<file path="src/rtl/qos_stream_packet_arbiter_if.sv">
// Stream bundle between the per-stream input FIFOs, the arbiter and the
// single downstream consumer. The master side drives the sources and m_ready;
// the slave side is the arbiter.
interface qos_stream_packet_arbiter_if #(
  parameter int STREAM_COUNT  = 2,
  parameter int T_DATA__WIDTH = 8,
  parameter int T_QOS__WIDTH  = 4,
  parameter int T_ID___WIDTH  = $clog2(STREAM_COUNT)
) ();
  logic [STREAM_COUNT-1:0]                    s_valid;
  logic [STREAM_COUNT-1:0][T_DATA__WIDTH-1:0] s_data;
  logic [STREAM_COUNT-1:0][T_QOS__WIDTH-1:0]  s_qos;
  logic [STREAM_COUNT-1:0]                    s_last;
  logic [STREAM_COUNT-1:0]                    s_ready;
  logic                                       m_valid;
  logic [T_DATA__WIDTH-1:0]                   m_data;
  logic [T_QOS__WIDTH-1:0]                    m_qos;
  logic                                       m_last;
  logic [T_ID___WIDTH-1:0]                    m_id;
  logic                                       m_ready;

  modport master (
    output s_valid, s_data, s_qos, s_last, m_ready,
    input  s_ready, m_valid, m_data, m_qos, m_last, m_id
  );

  modport slave (
    input  s_valid, s_data, s_qos, s_last, m_ready,
    output s_ready, m_valid, m_data, m_qos, m_last, m_id
  );
endinterface

</file>
<file path="src/rtl/qos_stream_packet_arbiter.sv">
// Packet-level N:1 stream mux. In IDLE the highest-QoS valid source wins
// (round-robin among equals, starting at rr_ptr); the grant is then locked
// and the granted stream passes straight through until its last beat is taken.
module qos_stream_packet_arbiter #(
  parameter int STREAM_COUNT  = 2,
  parameter int T_DATA__WIDTH = 8,
  parameter int T_QOS__WIDTH  = 4,
  parameter int T_ID___WIDTH  = $clog2(STREAM_COUNT)
) (
  input logic                          clk,
  input logic                          rst,
  qos_stream_packet_arbiter_if.slave   bus
);
  localparam logic [T_ID___WIDTH:0]   N_W     = (T_ID___WIDTH+1)'(STREAM_COUNT);
  localparam logic [T_ID___WIDTH-1:0] LAST_ID = T_ID___WIDTH'(STREAM_COUNT-1);

  typedef enum logic {IDLE, BURST} state_t;

  state_t                   state;
  logic [T_ID___WIDTH-1:0]  rr_ptr;
  logic [T_ID___WIDTH-1:0]  grant_idx;
  logic [T_QOS__WIDTH-1:0]  qos_r;
  logic [T_QOS__WIDTH-1:0]  max_qos;
  logic [STREAM_COUNT-1:0]  cand;
  logic [T_ID___WIDTH-1:0]  winner;
  logic                     found;
  logic [T_ID___WIDTH:0]    sum;
  logic [T_ID___WIDTH-1:0]  idx;
  logic                     in_burst;
  logic                     hs_last;

  // highest QoS among the currently valid requesters (0 when none / all zero)
  always_comb begin
    max_qos = '0;
    for (int i = 0; i < STREAM_COUNT; i++)
      if (bus.s_valid[T_ID___WIDTH'(i)] && bus.s_qos[T_ID___WIDTH'(i)] > max_qos)
        max_qos = bus.s_qos[T_ID___WIDTH'(i)];
  end

  // per-stream: candidate if valid and at the max QoS; ready only for the granted stream
  for (genvar g = 0; g < STREAM_COUNT; g++) begin : g_lane
    assign cand[g]        = bus.s_valid[g] && (bus.s_qos[g] == max_qos);
    assign bus.s_ready[g] = in_burst && (grant_idx == T_ID___WIDTH'(g)) && bus.m_ready;
  end

  // first candidate scanning cyclically from rr_ptr
  always_comb begin
    winner = '0;
    found  = 1'b0;
    sum    = '0;
    idx    = '0;
    for (int k = 0; k < STREAM_COUNT; k++) begin
      sum = {1'b0, rr_ptr} + (T_ID___WIDTH+1)'(k);
      if (sum >= N_W) sum = sum - N_W;
      idx = sum[T_ID___WIDTH-1:0];
      if (!found && cand[idx]) begin
        winner = idx;
        found  = 1'b1;
      end
    end
  end

  assign in_burst    = (state == BURST);
  assign bus.m_valid = in_burst && bus.s_valid[grant_idx];
  assign bus.m_data  = in_burst ? bus.s_data[grant_idx] : '0;
  assign bus.m_last  = in_burst && bus.s_last[grant_idx];
  assign bus.m_qos   = qos_r;
  assign bus.m_id    = grant_idx;
  assign hs_last     = bus.m_valid && bus.m_ready && bus.m_last;

  // arbitration FSM: grant in IDLE, hold until the last beat handshakes
  always_ff @(posedge clk) begin
    if (rst) begin
      state     <= IDLE;
      rr_ptr    <= '0;
      grant_idx <= '0;
      qos_r     <= '0;
    end else begin
      case (state)
        IDLE: if (found) begin
          grant_idx <= winner;
          qos_r     <= bus.s_qos[winner];
          state     <= BURST;
        end
        BURST: if (hs_last) begin
          rr_ptr <= (grant_idx == LAST_ID) ? '0 : grant_idx + 1'b1;
          state  <= IDLE;
        end
        default: state <= IDLE;
      endcase
    end
  end
endmodule

</file>
<file path="src/flat_wrapper.sv">
// flat-port wrapper written by rule: the top's interface ports become plain ports
module qos_stream_packet_arbiter_flat 
#(
  parameter int STREAM_COUNT  = 2,
  parameter int T_DATA__WIDTH = 8,
  parameter int T_QOS__WIDTH  = 4,
  parameter int T_ID___WIDTH  = $clog2(STREAM_COUNT)
)
  (clk, rst, bus_s_valid, bus_s_data, bus_s_qos, bus_s_last, bus_m_ready, bus_s_ready, bus_m_valid, bus_m_data, bus_m_qos, bus_m_last, bus_m_id);
  qos_stream_packet_arbiter_if #(.STREAM_COUNT(STREAM_COUNT), .T_DATA__WIDTH(T_DATA__WIDTH), .T_QOS__WIDTH(T_QOS__WIDTH), .T_ID___WIDTH(T_ID___WIDTH)) bus_i ();
  input logic clk;
  input logic rst;
  input wire logic [$bits(bus_i.s_valid)-1:0] bus_s_valid;
  input wire logic [$bits(bus_i.s_data)-1:0] bus_s_data;
  input wire logic [$bits(bus_i.s_qos)-1:0] bus_s_qos;
  input wire logic [$bits(bus_i.s_last)-1:0] bus_s_last;
  input wire logic [$bits(bus_i.m_ready)-1:0] bus_m_ready;
  output wire logic [$bits(bus_i.s_ready)-1:0] bus_s_ready;
  output wire logic [$bits(bus_i.m_valid)-1:0] bus_m_valid;
  output wire logic [$bits(bus_i.m_data)-1:0] bus_m_data;
  output wire logic [$bits(bus_i.m_qos)-1:0] bus_m_qos;
  output wire logic [$bits(bus_i.m_last)-1:0] bus_m_last;
  output wire logic [$bits(bus_i.m_id)-1:0] bus_m_id;
  assign bus_i.s_valid = bus_s_valid;
  assign bus_i.s_data = bus_s_data;
  assign bus_i.s_qos = bus_s_qos;
  assign bus_i.s_last = bus_s_last;
  assign bus_i.m_ready = bus_m_ready;
  assign bus_s_ready = bus_i.s_ready;
  assign bus_m_valid = bus_i.m_valid;
  assign bus_m_data = bus_i.m_data;
  assign bus_m_qos = bus_i.m_qos;
  assign bus_m_last = bus_i.m_last;
  assign bus_m_id = bus_i.m_id;
  qos_stream_packet_arbiter #(.STREAM_COUNT(STREAM_COUNT), .T_DATA__WIDTH(T_DATA__WIDTH), .T_QOS__WIDTH(T_QOS__WIDTH), .T_ID___WIDTH(T_ID___WIDTH)) u_core (.clk(clk), .rst(rst), .bus(bus_i));
endmodule
</file>
<file path="config.mk">
export PLATFORM = sky130hd
export DESIGN_NAME = qos_stream_packet_arbiter_flat
export DESIGN_NICKNAME = d
export VERILOG_FILES = /design/src/rtl/qos_stream_packet_arbiter_if.sv /design/src/rtl/qos_stream_packet_arbiter.sv /design/src/flat_wrapper.sv
export SDC_FILE = /design/constraint.sdc
export NUM_CORES = 1
export LEC_CHECK = 0
export BUFFER_PORTS_ARGS = -buffer_cell sky130_fd_sc_hd__clkbuf_2
export CAP_MARGIN = 20
export CORE_MARGIN = 1
export CORE_UTILIZATION = 35
export DETAILED_ROUTE_END_ITERATION = 8
export GPL_ROUTABILITY_DRIVEN = 0
export HOLD_SLACK_MARGIN = 0.15
export PLACE_DENSITY = 0.73
export SETUP_SLACK_MARGIN = 0.2
export SYNTH_ARGS = -nofsm -noshare
export SYNTH_HDL_FRONTEND = slang
export SYNTH_SLANG_ARGS = --single-unit
export TNS_END_PERCENT = 1
</file>
<file path="constraint.sdc">
create_clock -name clk -period 2.5 [get_ports clk]
set_input_delay 0.125 -clock clk [delete_from_list [all_inputs] [get_ports clk]]
set_output_delay 0.125 -clock clk [all_outputs]
set_load 0.03 [all_outputs]
</file>
Yosys cells after proc, flatten, opt, wreduce, memory -nomap -nowiden. Cells that the tools add are included.

Bits in registers: 7. Input port bits: 31. Output and inout bits: 17. Word-level logic and storage cells: 58.

$add $sub $neg: 4. Order comparisons: 7. Equality and inequality tests: 2. Multiplexer cells: 24. Bitwise gates (word level): 2. Reductions and logical operators: 15.

Operators by type and width (count): two-way mux 8 bit (3); two-way mux 1 bit (17); logical AND 1 bit (12); two-way mux 4 bit (3); equality test 4 bit (2); less-than comparator 1 x 2 -> 1 bit (second input constant) (4); > comparator 4 x 1 -> 1 bit (second input constant) (1); AND reduction 2 bit (2); adder 1 x 1 -> 2 bit (second input constant) (1); >= comparator 1 x 2 -> 1 bit (second input constant) (1); >= comparator 2 bit (second input constant) (1); NOT 1 bit (2); one-hot mux 1 bit (2 select lines) (1); subtractor 1 bit (second input constant) (2); adder 1 bit (second input constant) (1); logical NOT 1 bit (1).

Depth between registers and ports, before layout. Gate-level depths: netlist of run 1.

Depth in word-level cells: 13. Depth in mapped cells: 6. Depth with buffers taken out: 5.

Worst setup path before layout of run 1. OpenSTA, ideal clock, no wires.

Kind: register to output. Start: register u_core.grant_idx, in the netlist u_core.bus.m_id. End: output bus_m_data[0]. Data arrival time: 1478 ps. Data required time: 2375 ps. Setup slack: 897 ps. Cell stages (with the launch flop): 5. Buffers on the path: 2. Cells stage by stage: dfxtp_1 -> clkbuf_1 -> buf_2 -> mux2i_1 -> nor2_1.

Word-level cells in the longest chain between the ends: 3.

RTL lines: from (decl) (line qos_stream_packet_arbiter.sv:21) `logic [T_ID___WIDTH-1:0] grant_idx;`; from (signal assigned) (line qos_stream_packet_arbiter.sv:81) `grant_idx <= winner;`; two-way mux 8 bit (implied by the code) (2 in series) (line qos_stream_packet_arbiter.sv:65) `assign bus.m_data = in_burst ? bus.s_data[grant_idx] : '0;`; two-way mux 8 bit (line qos_stream_packet_arbiter.sv:65); to (decl) (line flat_wrapper.sv:20) `output wire logic [$bits(bus_i.m_data)-1:0] bus_m_data;`.

No other way between the ends. The select of a mux whose other input is x is not followed.

Worst setup path after layout of run 1.
Start: register u_core.grant_idx, in the netlist u_core.bus.m_id. End: register u_core.rr_ptr.

Word-level cells in the longest chain between the ends: 6. Elaborated cells on any way between the ends: 11. Classes of those cells: add/sub: 1; mux: 5; reduce/logical: 5.

RTL lines: two-way mux 1 bit (implied by the code) (2 in series) (line qos_stream_packet_arbiter.sv:64) `assign bus.m_valid = in_burst && bus.s_valid[grant_idx];`; logical AND 1 bit (line qos_stream_packet_arbiter.sv:64); logical AND 1 bit (2 in series) (line qos_stream_packet_arbiter.sv:69) `assign hs_last = bus.m_valid && bus.m_ready && bus.m_last;`; AND reduction 2 bit (no line); to (signal assigned) (line qos_stream_packet_arbiter.sv:86) `rr_ptr <= (grant_idx == LAST_ID) ? '0 : grant_idx + 1'b1;`; to (decl) (line qos_stream_packet_arbiter.sv:20) `logic [T_ID___WIDTH-1:0] rr_ptr;`.

Parallel ways exist; a longest one is shown, timed or not. The select of a mux whose other input is x is not followed. A chain may end at the register's enable or synchronous reset.

==> metrics.log, run 1 <==
INFO  metric hold_fix_buffer_count_after_cts = 0
INFO  metric synth.avg_cell_area = 7.59 µm²
INFO  metric setup.worst_path.end_class = register
INFO  metric final_period_minus_worst_setup_slack = 1.54 ns
INFO  metric hpwlAfterDp = 1350 µm
INFO  metric final_layout_size_suffix_gt1_share = 43.3%
INFO  metric max_freq = 648 MHz
INFO  metric drt-vias-per-instance = 5.08
INFO  metric wirelength = 1660 µm
INFO  metric max_slew_margin = 61.5%
INFO  metric wire_length_on_met1 = 734 µm
INFO  metric fillCellCount = 152
INFO  metric tightest_slew = 0.574 ns
INFO  metric sequential_to_total_area_share_from_yosys_stat = 23.1%
INFO  metric cts_sinks = 7
INFO  metric cap_viol_max_count = 0
INFO  metric vdd.ir_drop.worst = 200 µV
INFO  metric overflow = 0
INFO  metric worst_setup_path_start_kind = register
INFO  metric clock_path_buffers = 2
INFO  metric final_cell_area = 868 µm²
INFO  metric worst_skew_pair.late_latency = 0.26 ns
INFO  metric clkTransAtPathRegs = 0.05 ns
INFO  metric pin_count_of_the_biggest_net_entering_global_routing = 14
INFO  metric routed_wire_length_per_instance = 11.6 µm
INFO  metric layout_commonest_cell = clkbuf_2
INFO  metric gr-usage-all-layers = 18.4%
INFO  metric die-area = 1900 µm²
INFO  metric critical_path_buf_inv_count = 1
INFO  metric route.antenna.remaining_nets = 0
INFO  metric post_cts_resize_count = 0
INFO  metric grt_pass1_wl = 2650 µm
INFO  metric synthDistinctLibCells = 29
INFO  metric worst-endpoint-required = 2.65 ns
INFO  metric cts_max_level = 1
INFO  metric cpMostUsedCell = mux2i_1
INFO  metric cts.repair_timing.setup_buffer_count = 0
INFO  metric core = 1560 µm²
INFO  metric row_count = 14
INFO  metric wl_met3 = 55 µm
INFO  metric leakage = 0.421 nW
INFO  metric remaining_drc_errors = 0
INFO  metric worstPathArrival = 1.69 ns
INFO  metric timing.critical_path.slowest_cell_delay = 0.44 ns
INFO  metric worstPathMaxFanout = 12
INFO  metric fin_setup_tns = 0 ns
INFO  metric share_of_async_settable_or_async_resettable_flops_after_synthesis = 0%
INFO  metric postSynthRegisterBits = 7
INFO  metric detail_route.iter0.violations = 15
INFO  metric final_nets = 159
INFO  metric via_count_of_the_first_global_routing_pass = 642
INFO  metric mostFrequentLayoutCells = clkbuf_2, nor2_1, mux2i_1
INFO  metric initial_utilization = 38.9%
INFO  metric io_pins = 48
INFO  metric cts_tree = yes
INFO  metric n_antenna_cell = 0
INFO  metric critical_path.top_delay_family = simple AND/OR/NAND/NOR gates
INFO  metric route.met2.wl = 849 µm
INFO  metric critical_path.slowest_cell = nor4_1
INFO  metric post_dp_cell_area = 842 µm²
INFO  metric crit_chain = buf_4 -> mux2i_1 -> nor4_1 -> mux2i_1 -> nor2_1
INFO  metric finalMaxSlewViolations = 0
INFO  metric power_per_cell_area = 407 nW/µm²
INFO  metric sequential_cell_area = 140 µm²
INFO  metric rrSetupSlack = 0.96 ns
INFO  metric synth_edf_count = 0
INFO  metric synthDominantCellAreaShare = 23.1%
INFO  metric multi_input_comb_area = 413 µm²
INFO  metric timing.final.setup_violations = 0
INFO  metric synth_area_leaders = dfxtp_1, mux2i_1, nor2_1, a2111o_1, inv_1
INFO  metric synth_nets = 111
INFO  metric cp_class = register to register
INFO  metric cts_made_buffers = 3
INFO  metric clock-root-buffer = clkbuf_4
INFO  metric min_period_over_period = 61.8%
INFO  metric via_count = 727
INFO  metric worstHoldPathType = input port to register
INFO  metric portBuffers = 47
INFO  metric syn_area = 607 µm²
INFO  metric antenna_violations_before_repair = 0
INFO  metric yosys_warnings = 0
INFO  metric synthFlopType = dfxtp_1
INFO  metric status = finished clean
INFO  metric die_width = 43.6 µm
INFO  metric timing.clock.skew = 0.00248 ns
INFO  metric post_synthesis_cell_count = 80
INFO  metric area_growth = 43.1%
INFO  metric top_signal_layer_used = met4
INFO  metric die-height = 43.6 µm
INFO  metric hold_viol_final = 0
INFO  metric detailedRoute.firstPassIterationCount = 4
INFO  metric rsz0062_at_grt = no
INFO  metric netlist.top_cell.by_area = dfxtp_1
-- report_power, final --
group / internal, W / switching, W / leakage (nW)
registers: 0.000118 / 0.00000374 / 0.0574
clock network: 0.0000611 / 0.0000454 / 0.0150
logic: 0.0000466 / 0.0000791 / 0.348
-- logic make-up after synthesis --
family | count (synthesis) | share of synthesized area [%]
AND/OR/NAND/NOR | 36 | 30.1
AO/OA/AOI/OAI | 14 | 19.8
buffers and inverters | 12 | 8.87
multiplexers | 11 | 18.1
flip-flops | 7 | 23.1
-- final timing paths --
kind,from,endpoint,cells past startpoint
setup / recovery,u_core.bus.m_id$_SDFFE_PP0P_,u_core.rr_ptr$_SDFFE_PP0P_,5
hold / removal,rst,u_core.bus.m_qos[1]$_SDFFE_PP0P_,2
setup reg to reg,u_core.bus.m_id$_SDFFE_PP0P_,u_core.rr_ptr$_SDFFE_PP0P_,5
hold reg to reg,u_core.bus.m_qos[1]$_SDFFE_PP0P_,u_core.bus.m_qos[1]$_SDFFE_PP0P_,2
-- state kept, by name (all words and copies together), names as in the netlist --
signal	cells
u_core.rr_ptr	1
u_core.bus.m_qos	4
u_core.bus.m_id	1
u_core.in_burst	1
-- layer usage --
metal / GRT usage (%) / vias to the layer above
li1: - / 382
met1: 23.7 / 329
met2: 28.7 / 11
met3: 6.25 / 5
met4: 6.25 / 0
met5: 0 / -
-- cells in the mapped netlist (all sizes together), types with 3 or more instances --
master and number:
a2111o 3, clkbuf 3, dfxtp 7, inv 7, mux2i 11, nand3 3
nand3b 3, nand4 3, nor2 17
-- area by class of cell --
class / instances / area share, %
clock buffers: 4 / 3.03
well taps: 16 / 2.31
repair buffers: 48 / 28.0
multi-input cells: 61 / 47.6
inverters: 7 / 3.03
flip-flops and latches: 7 / 16.1
-- per-stage QoR --
| step | setup WS, ns | instances | util, % | power [W] | hold WS, ns |
|---|---|---|---|---|---|
| 4_1_cts | 0.971 | 143 | 55.7 | 0.000359 | 0.175 |
| 3_5_place_dp | 0.976 | 139 | 54.0 | 0.000250 | 0.447 |
| 5_1_grt | 0.833 | 143 | 55.7 | 0.000371 | 0.209 |
| 3_3_place_gp | 0.987 | 139 | 54.0 | 0.000248 | 0.442 |
| 6_report | 0.956 | 143 | 55.7 | 0.000354 | 0.182 |
| 2_1_floorplan | 0.897 | 80 | - | 0.000203 | 0.314 |
Note: power is estimated with default switching activity, not from simulation.
==> run 2: changes to the inputs <==
Clock period 2.5 ns to 1.46 ns, I/O delays scaled along.
==> metrics.log, run 2 (synthesis results as in run 1) <==
INFO  metric pin_count_of_the_biggest_net_entering_global_routing = 14
INFO  metric hold_viol_final = 0
INFO  metric layout_commonest_cell = clkbuf_2
INFO  metric remaining_drc_errors = 8
INFO  metric cap_viol_max_count = 0
INFO  metric routed_wire_length_per_instance = 12.4 µm
INFO  metric leakage = 0.479 nW
INFO  metric final_layout_size_suffix_gt1_share = 57.6%
INFO  metric wirelength = 1840 µm
INFO  metric worstHoldPathType = input port to register
INFO  metric post_dp_cell_area = 895 µm²
INFO  metric drt-vias-per-instance = 5.25
INFO  metric grt_most_used_layer = met2
INFO  metric worstPathMaxFanout = 7
INFO  metric die-area = 1900 µm²
INFO  metric clock-root-buffer = clkbuf_4
INFO  metric setup.worst_path.end_class = output port
INFO  metric grt.met3_usage = 3.75%
INFO  metric grt_util_met2 = 31.6%
INFO  metric antenna_violations_before_repair = 0
INFO  metric io_pins = 48
INFO  metric timing.critical_path.slowest_cell_delay = 0.42 ns
INFO  metric rsz0062_at_grt = yes
INFO  metric timing.clock.skew = 0.00162 ns
INFO  metric status = finished with violations
INFO  metric n_antenna_cell = 0
INFO  metric timing.final.setup_violations = 0
INFO  metric cts_max_level = 1
INFO  metric cp_class = register to output port
INFO  metric power_per_cell_area = 621 nW/µm²
INFO  metric final_nets = 164
INFO  metric max_slew_margin = 78.6%
INFO  metric cts_made_buffers = 3
INFO  metric cts_sinks = 7
INFO  metric cts.repair_timing.setup_buffer_count = 0
INFO  metric min_period_over_period = 89.9%
INFO  metric die_width = 43.6 µm
INFO  metric gr-usage-all-layers = 18.4%
INFO  metric mostFrequentLayoutCells = clkbuf_2, nor2_1, nor2_2
INFO  metric hpwlAfterDp = 1360 µm
INFO  metric worst_setup_path_start_kind = register
INFO  metric worst_skew_pair.late_latency = 0.25 ns
INFO  metric row_count = 14
INFO  metric worst-endpoint-required = 1.39 ns
INFO  metric clock_path_buffers = 2
INFO  metric rrSetupSlack = 0.23 ns
INFO  metric clkTransAtPathRegs = 0.05 ns
INFO  metric portBuffers = 47
INFO  metric worstPathArrival = 1.24 ns
INFO  metric max_freq = 762 MHz
INFO  metric cts_tree = yes
INFO  metric crit_chain = clkbuf_16 -> mux2i_1 -> nor2_2 -> buf_4
INFO  metric finalMaxSlewViolations = 0
INFO  metric detail_route.iter0.violations = 12
INFO  metric area_growth = 72.4%
INFO  metric fin_setup_tns = 0 ns
INFO  metric vdd.ir_drop.worst = 344 µV
INFO  metric grt_pass1_wl = 2680 µm
INFO  metric core = 1560 µm²
INFO  metric tightest_slew = 0.321 ns
INFO  metric via_count_of_the_first_global_routing_pass = 687
INFO  metric initial_utilization = 38.9%
INFO  metric detailedRoute.firstPassIterationCount = 6
INFO  metric overflow = 0
INFO  metric critical_path.slowest_cell = dfxtp_4
INFO  metric final_period_minus_worst_setup_slack = 1.31 ns
INFO  metric postLayoutCoreUtil = 67.1%
INFO  metric route.antenna.remaining_nets = 0
INFO  metric die-height = 43.6 µm
INFO  metric gr-usage-met1 = 22.0%
INFO  metric violations = DRC
INFO  metric final_cell_area = 1050 µm²
INFO  metric flip_flop_count_of_the_largest_register_all_copies_and_words_added = 4
INFO  metric via_count = 777
run 2: report_power, final:
part           total, W  switching [W]  internal [W]  leakage [nW]
clock network  0.000173      0.0000692      0.000104        0.0150
registers      0.000209     0.00000789      0.000201        0.0583
logic          0.000267       0.000153      0.000115         0.406
total          0.000650       0.000230      0.000420         0.479
run 2: final cells by class:
type,count,area (µm²)
Clock buffer,4,26.3
Fill cell,128,513
Inverter,7,26.3
Multi-Input combinational cell,61,470
Sequential cell,7,145
Tap cell,16,20.0
Timing Repair Buffer,53,358
run 2: routing by layer:
metal	vias up	share of wire [%]	wire (µm)
li1	398	-	-
met4	0	1.1	21
met5	-	0	0
met3	4	12	225
met1	329	43	786
met2	46	44	806
run 2: through the flow:
stage / total power, W / hold slack, ns / cells / worst slack [ns]
2_1_floorplan: 0.000356 / 0.262 / 80 / 0.169
3_3_place_gp: 0.000439 / 0.399 / 142 / 0.0562
3_5_place_dp: 0.000443 / 0.407 / 142 / 0.0193
4_1_cts: 0.000629 / 0.192 / 147 / 0.126
5_1_grt: 0.000687 / 0.233 / 148 / 0.101
6_report: 0.000650 / 0.192 / 148 / 0.147
run 2: final timing paths:
kind | from | to | cells after the start
worst min-delay path | bus_s_qos[2] | u_core.bus.m_qos[2]$_SDFFE_PP0P_ | 4
worst min register to register | u_core.bus.m_qos[1]$_SDFFE_PP0P_ | u_core.bus.m_qos[1]$_SDFFE_PP0P_ | 2
worst max register to register | u_core.bus.m_id$_SDFFE_PP0P_ | u_core.rr_ptr$_SDFFE_PP0P_ | 4
worst max-delay path | u_core.bus.m_id$_SDFFE_PP0P_ | bus_m_data[7] | 4
run 2: worst max-delay path, delay by kind of cell (launching register included):
kind | cells | cell delay, ns
buffers and inverters | 2 | 0.32
flip-flops | 1 | 0.42
multiplexers | 1 | 0.20
AND/OR/NAND/NOR | 1 | 0.05
run 2: timing repair:
| action | CTS | global route |
|---|---|---|
| cloned | 0 | 1 |
| resized for setup | 6 | 36 |
| endpoints found under the hold margin | 1 | 0 |
| hold buffers | 1 | 0 |
| setup endpoints to repair | 10 | 15 |
